==> src/rtl/serial_word_tx.sv <==
// serial_word_tx
//   Parallel-to-serial word transmitter. A producer hands over WIDTH-bit
//   words on a valid/ready handshake; each word is shifted out one bit per
//   clock on dout with a dout_valid strobe and a last marker on the final
//   bit. A one-deep hold register lets a second word queue up behind the
//   one in flight so consecutive words stream with no idle cycle.
//
// Parameters
//   WIDTH      bits per word (>= 2)
//   MSB_FIRST  0: ld_data[0] goes first, 1: ld_data[WIDTH-1] goes first
//
// Ports
//   clk         system clock, rising edge
//   reset       asynchronous reset, active low
//   ld_valid    producer presents a word on ld_data
//   ld_data     word to send, sampled only on the accepting edge
//   ld_ready    a word can be accepted this cycle (= hold register empty)
//   dout        current serial bit (0 when dout_valid is 0)
//   dout_valid  dout carries a frame bit
//   last        dout is the final bit of the current word
//   busy        shifting, or a word is waiting in the hold register
module serial_word_tx #(
  parameter int WIDTH     = 11,
  parameter bit MSB_FIRST = 1'b0
) (
  input  logic             clk,
  input  logic             reset,
  input  logic             ld_valid,
  input  logic [WIDTH-1:0] ld_data,
  output logic             ld_ready,
  output logic             dout,
  output logic             dout_valid,
  output logic             last,
  output logic             busy
);

  localparam int             CW       = $clog2(WIDTH);
  localparam logic [CW-1:0]  LAST_CNT = CW'(WIDTH - 1);

  typedef enum logic {
    S_IDLE  = 1'b0,
    S_SHIFT = 1'b1
  } state_t;

  // State
  state_t           r_state;
  logic [WIDTH-1:0] r_shift;
  logic [CW-1:0]    r_bitcnt;
  logic [WIDTH-1:0] r_hold;
  logic             r_hold_full;

  // Registered outputs
  logic             r_dout;
  logic             r_dout_valid;
  logic             r_last;
  logic             r_busy;

  // Next-state
  state_t           w_state_nxt;
  logic [WIDTH-1:0] w_shift_nxt;
  logic [CW-1:0]    w_bitcnt_nxt;
  logic [WIDTH-1:0] w_hold_nxt;
  logic             w_hold_full_nxt;

  logic             w_accept;
  logic             w_end_of_word;
  logic [WIDTH-1:0] w_shift_adv;
  logic             w_head_nxt;

  // Ready depends only on the hold flop, so there is no combinational
  // path from ld_valid back to ld_ready.
  assign ld_ready      = ~r_hold_full;
  assign w_accept      = ld_valid & ~r_hold_full;
  assign w_end_of_word = (r_state == S_SHIFT) && (r_bitcnt == LAST_CNT);

  // The bit on dout is always the head of the shift register; advancing
  // moves the next bit into the head position.
  generate
    if (MSB_FIRST) begin : g_msb_first
      assign w_shift_adv = {r_shift[WIDTH-2:0], 1'b0};
      assign w_head_nxt  = w_shift_nxt[WIDTH-1];
    end else begin : g_lsb_first
      assign w_shift_adv = {1'b0, r_shift[WIDTH-1:1]};
      assign w_head_nxt  = w_shift_nxt[0];
    end
  endgenerate

  // Next-state logic
  always_comb begin
    w_state_nxt     = r_state;
    w_shift_nxt     = r_shift;
    w_bitcnt_nxt    = r_bitcnt;
    w_hold_nxt      = r_hold;
    w_hold_full_nxt = r_hold_full;

    unique case (r_state)
      S_IDLE: begin
        // Hold is always empty in IDLE, so an accept goes straight to
        // the shift register.
        if (w_accept) begin
          w_shift_nxt  = ld_data;
          w_bitcnt_nxt = '0;
          w_state_nxt  = S_SHIFT;
        end
      end

      S_SHIFT: begin
        if (w_end_of_word) begin
          if (r_hold_full) begin
            // Queued word follows without a gap. ld_ready is low here,
            // so no accept can collide with this transfer.
            w_shift_nxt     = r_hold;
            w_hold_full_nxt = 1'b0;
            w_bitcnt_nxt    = '0;
          end else if (w_accept) begin
            // Word arriving exactly on the last edge bypasses the hold.
            w_shift_nxt  = ld_data;
            w_bitcnt_nxt = '0;
          end else begin
            w_shift_nxt  = '0;
            w_bitcnt_nxt = '0;
            w_state_nxt  = S_IDLE;
          end
        end else begin
          w_shift_nxt  = w_shift_adv;
          w_bitcnt_nxt = r_bitcnt + CW'(1);
          if (w_accept) begin
            w_hold_nxt      = ld_data;
            w_hold_full_nxt = 1'b1;
          end
        end
      end

      default: begin
        w_state_nxt = S_IDLE;
      end
    endcase
  end

  // State registers
  always_ff @(posedge clk or negedge reset) begin
    if (!reset) begin
      r_state     <= S_IDLE;
      r_shift     <= '0;
      r_bitcnt    <= '0;
      r_hold      <= '0;
      r_hold_full <= 1'b0;
    end else begin
      r_state     <= w_state_nxt;
      r_shift     <= w_shift_nxt;
      r_bitcnt    <= w_bitcnt_nxt;
      r_hold      <= w_hold_nxt;
      r_hold_full <= w_hold_full_nxt;
    end
  end

  // Output registers are loaded from the next-state values so they line
  // up with the state they describe; dout is forced low outside a frame.
  always_ff @(posedge clk or negedge reset) begin
    if (!reset) begin
      r_dout       <= 1'b0;
      r_dout_valid <= 1'b0;
      r_last       <= 1'b0;
      r_busy       <= 1'b0;
    end else begin
      r_dout       <= (w_state_nxt == S_SHIFT) & w_head_nxt;
      r_dout_valid <= (w_state_nxt == S_SHIFT);
      r_last       <= (w_state_nxt == S_SHIFT) && (w_bitcnt_nxt == LAST_CNT);
      r_busy       <= (w_state_nxt == S_SHIFT) | w_hold_full_nxt;
    end
  end

  assign dout       = r_dout;
  assign dout_valid = r_dout_valid;
  assign last       = r_last;
  assign busy       = r_busy;

endmodule

==> config.mk <==
export PLATFORM = sky130hd
export DESIGN_NAME = serial_word_tx
export DESIGN_NICKNAME = d
export VERILOG_FILES = /design/src/rtl/serial_word_tx.sv
export SDC_FILE = /design/constraint.sdc
export NUM_CORES = 1
export LEC_CHECK = 0
export BUFFER_PORTS_ARGS = -buffer_cell sky130_fd_sc_hd__buf_2
export CORE_ASPECT_RATIO = 0.6
export CORE_MARGIN = 2
export CORE_UTILIZATION = 50
export CTS_BUF_LIST = sky130_fd_sc_hd__clkbuf_4 sky130_fd_sc_hd__clkbuf_8
export DETAILED_ROUTE_END_ITERATION = 12
export PLACE_DENSITY_LB_ADDON = 0.12
export SLEW_MARGIN = 20
export SYNTH_ARGS = -nofsm -noshare
export SYNTH_HDL_FRONTEND = slang
export SYNTH_SLANG_ARGS = --single-unit
==> constraint.sdc <==
create_clock -name clk -period 2.2 [get_ports clk]
set_input_delay 0.33 -clock clk [delete_from_list [all_inputs] [get_ports clk]]
set_output_delay 0.33 -clock clk [all_outputs]
set_load 0.03 [all_outputs]
### Yosys cells after proc, flatten, opt, wreduce, memory -nomap -nowiden

Index checks and enable logic that the tools add are counted.

* latch bits: 0
* output and inout port bits: 5
* logic and storage cells: 37
* memories kept: 0
* bits in read-only memories: 0
* memory bits (writable): 0
* flip-flop bits (word level): 31
* input port bits: 14

* $lt $le $gt $ge: 0
* add/subtract/negate cells: 1
* $mul: 0
* divide/modulo/power cells: 0
* reductions and logical operators: 3
* mux-type cells: 15
* bitwise operators: 6
* equality and inequality tests: 3
* shift-type cells: 0

Operators by type and width (count)
* 11-bit 2-to-1 mux: 4
* 11-bit case mux with 2 select lines: 1
* 4-bit == test (second input constant): 2
* 4-bit 2-to-1 mux: 2
* 4-bit case mux with 2 select lines: 1
* 1-bit 2-to-1 mux: 6
* 4-bit by 1-bit adder with 4-bit output (second input constant): 1
* 1-bit inverter: 3
* 3-bit AND reduction: 1
* 1-bit AND: 2
* 1-bit logical AND: 2
* 2-bit != test (second input constant): 1
* 1-bit case mux with 2 select lines: 1
* 1-bit OR: 1

### Longest topological paths before layout

* depth in word-level cells: 7
* mapped depth: 8
* gate-level depth less buffers: 6

### Worst setup path before layout

OpenSTA, ideal clock, no wires.

* path type: reg-to-reg
* start point: reg r_bitcnt[0]
* end point: reg r_hold[10]
* period minus slack after synthesis: 1694 ps
* buffers on the path: 2
* stages on the path, launching flop included: 9
* data arrival time: 1569 ps
* setup time: 125 ps
* setup slack: 506 ps
* required time: 2075 ps
* path through: dfrtp_1 -> inv_1 -> ha_1 -> nand3b_4 -> and2_4 -> buf_6 -> nand2_4 -> buf_6 -> mux2_4

* cells in the longest elaborated chain, start to end: 4

RTL lines
* start, declared: RTL line 48 `logic [CW-1:0] r_bitcnt;`
* start signal, assigned: RTL line 151 `r_bitcnt <= w_bitcnt_nxt;`
* 4-bit == test: RTL line 74 `assign w_end_of_word = (r_state == S_SHIFT) && (r_bitcnt == LAST_CNT);`
* 1-bit logical AND: RTL line 74
* 1-bit inverter (no source line)
* 3-bit AND reduction (no source line)
* end signal, assigned: RTL line 152 `r_hold <= w_hold_nxt;`
* end, declared: RTL line 49 `logic [WIDTH-1:0] r_hold;`

Every way passes these cells.
A chain may end at the register's enable or synchronous reset.

### Final worst setup path

* start point: reg r_bitcnt[0]
* end point: reg r_hold[0]

The elaborated chain is that of the path after synthesis.

==> flow_summary.toml <==
[outcome]
outcome = "completed"

[critical_path]
r2r-end = "r_hold[0]"
worst-path-buf-inv = 1
cp.depth = 6
rrSetupSlack_ps = 440
worstPathCellList = "inv_1, ha_1, nand3b_4, and2_4, nand2_4, mux2_2"
worstPathRequired_ps = 2360
start_kind = "flop"
slowest_stage = "dfrtp_1"
crit_fanout = 15
reg2reg_from = "r_bitcnt[0]"
max_stage_delay_ps = 410
r2r_cells = 6
criticalPathCategory = "flop to flop"
critPathCaptureType = "flop"
cp_top_family = "simple AND/OR/NAND/NOR gates"
worstPathArrival_ps = 1920

[logic_synthesis]
async_reset_ff_frac = 1.00
yosysTopAreaCell = "dfrtp_1"
synth_edf_count = 0
synth_top_area_frac = 0.526
avgSynthCellArea_sq_um = 12.0
synth.distinct_cells = 35
yosys_register_bits = 31
ys_warn_count = 0
synth-main-ff-cell = "dfrtp_1"
netlist_area_sq_mm = 0.00148
yosysSeqAreaShare = 0.526
syn-num-nets = 139
syn_inst = 123
synthTopCellsByArea = "dfrtp_1 (53%), mux2_4 (11%), a221oi_1 (4.7%)"

[final_layout]
nets = 158
syn2layout_area_growth_pct = 13.9
drive_gt1_frac = 0.315
diodes = 0
n_fill_cell = 242

[grt]
gr-usage-all-layers = 0.206
grt_pass1_vias = 947
grt_pass1_wl_um = 4960
antenna_found_initial = 0
grt_overflow = 0
grt_max_degree = 32

[timing]
max-slew-margin-rel = 0.553
fin_setup_tns_ps = 0
report.final.slew_viol_count = 0
hold_viol = 0
rsz0062_at_grt = "false"
fin_worst_skew_ps = 4.58
min_period_ps = 1760
period_share = 0.800
setup_viol_count_final = 0
worst_slew_pin_slew_ps = 671
clock.fmax_mhz = 568

[clocking]
hold_buffers = 0
worst_skew_pair.late_latency_ps = 280
cts_tree = "yes"
cts_buffer_depth = 2
cts.sink_count = 31
cts_resized = 0
cts-htree-levels = 2
numCtsBuffers = 5
cts.reportedPaths.clkPinSlew_ps = 60
clockRootBuffer = "clkbuf_8"
postCtsSetupBuffers = 0

[die]
die_w_um = 74.1
die_area_sq_mm = 0.00342
chipHeight_um = 46.1
placementRows = 15
core_sq_mm = 0.00283
io_pins = 19
start_util = 0.521

[pwr]
intPower_mw = 1.62
ir_worst_vdd_v = 0.000792
p_seq_frac = 0.407
clock_power_share = 0.194
p_sw_uw = 933
power_density_mw_per_mm2 = 1520
comb_power_share = 0.399
p_leak_nw = 0.819
power.switching_fraction = 0.365
finalPower_mw = 2.55

[routing]
drt_iter0_drc = 68
vias = 1009
wl_met3_um = 282
highest_layer = "met4"
drc = 0
drt.antenna.violating_nets = 0
wl_met2_um = 1100
wire_per_inst_um = 15.6
avgViaCountPerCell = 5.45
wl_um = 2890
drtPass1Iterations = 4
wl_met1_um = 1480

[placement]
hpwl_um = 1970
port_buffers = 18
place.gp.congestion = 0.894

[worst_hold_path]
hold_class = "input port to async pin"

[job]
maxCapViolCount = 0
## power groups by stage
stage	Combinational, mW	Clock [mW]	Sequential (mW)
global route	1.14	0.538	1.08
finish	1.02	0.496	1.04
global placement	0.995	0	1.02
CTS	1.02	0.509	1.03
detailed placement	1.01	0	1.04
floorplan	0.828	0	1.01
## flip-flops by register name, summed over array words and instances, names as in the netlist
signal       cells
r_hold_full      1
dout             1
r_hold          11
r_shift         11
r_bitcnt         4
last             1
dout_valid       1
busy             1
## worst max path at each step
stage / start / end
after detailed placement: r_bitcnt[0] / r_hold[0]
after floorplan: r_bitcnt[0] / r_hold[10]
after CTS: r_bitcnt[0] / r_hold[0]
after global placement: r_bitcnt[0] / r_hold[0]
final: r_bitcnt[0] / r_hold[0]
after global routing: r_bitcnt[0] / r_shift[4]
## cell families (layout without fill, tap and decap cells)
kind of cell / Yosys count / in the layout / share of synthesized area
adders and majority gates: 2 / 2 / 0.0170
DFF: 31 / 31 / 0.526
and+or+nand+nor: 36 / 36 / 0.142
AOI/OAI and AO/OA: 30 / 30 / 0.141
muxes: 14 / 14 / 0.133
buffers and inverters: 10 / 30 / 0.0407
## Yosys cell counts (2+ instances only)
cell type / n
a21oi_1: 4
a221o_1: 2
a221oi_1: 8
and2_1: 2
buf_2: 3
buf_6: 2
dfrtp_1: 31
ha_1: 2
inv_1: 3
mux2_4: 11
mux2i_1: 2
nand2_1: 12
nand3_1: 2
nor2_1: 9
o21ai_0: 10
## placed cells by master (no fill, tap or decap)
| master | count |
|---|---|
| dfrtp_1 | 31 |
| mux2i_1 | 2 |
| nor4_2 | 1 |
| a221oi_1 | 8 |
| a22o_1 | 1 |
| a221o_1 | 2 |
| nand2b_1 | 1 |
| nand3b_4 | 1 |
| mux2_2 | 1 |
| nand3_1 | 2 |
| o31ai_1 | 1 |
| buf_4 | 1 |
| mux2_4 | 11 |
| nor2_1 | 9 |
| and2b_4 | 1 |
| o21ai_0 | 10 |
| a22oi_1 | 1 |
| and2_1 | 2 |
| clkbuf_8 | 7 |
| nand2_1 | 12 |
| a32oi_1 | 1 |
| a21oi_1 | 4 |
| clkbuf_4 | 1 |
| nor3b_1 | 1 |
| and4b_1 | 1 |
| o22ai_1 | 1 |
| and2_4 | 1 |
| nand2_4 | 1 |
| or2_2 | 1 |
| inv_1 | 3 |
| a2bb2oi_1 | 1 |
| buf_2 | 18 |
| and3b_1 | 1 |
| and2b_1 | 1 |
| ha_1 | 2 |
## routing by layer
layer | track usage | up-vias
li1 | - | 480
met1 | 0.323 | 483
met2 | 0.250 | 41
met3 | 0.0875 | 5
met4 | 0.0545 | 0
met5 | 0 | -
## final cells by class
cell class | instances | area [sq um] | area share
inverters | 3 | 11.3 | 0.00670
clock buffers | 8 | 104 | 0.0618
multi-input cells | 82 | 639 | 0.380
flip-flops and latches | 31 | 776 | 0.462
well taps | 42 | 52.6 | 0.0313
repair buffers | 19 | 97.6 | 0.0581
## per-stage QoR
step	hold slack, ps	util	instances	area (sq um)	setup slack [ps]
CTS	111	0.593	185	1680	438
global placement	408	0.556	177	1580	489
global route	135	0.593	185	1680	297
floorplan	34.4	-	123	1480	506
detailed placement	410	0.556	177	1580	443
finish	85.2	0.593	185	1680	439
(Power assumes the default switching activity.)
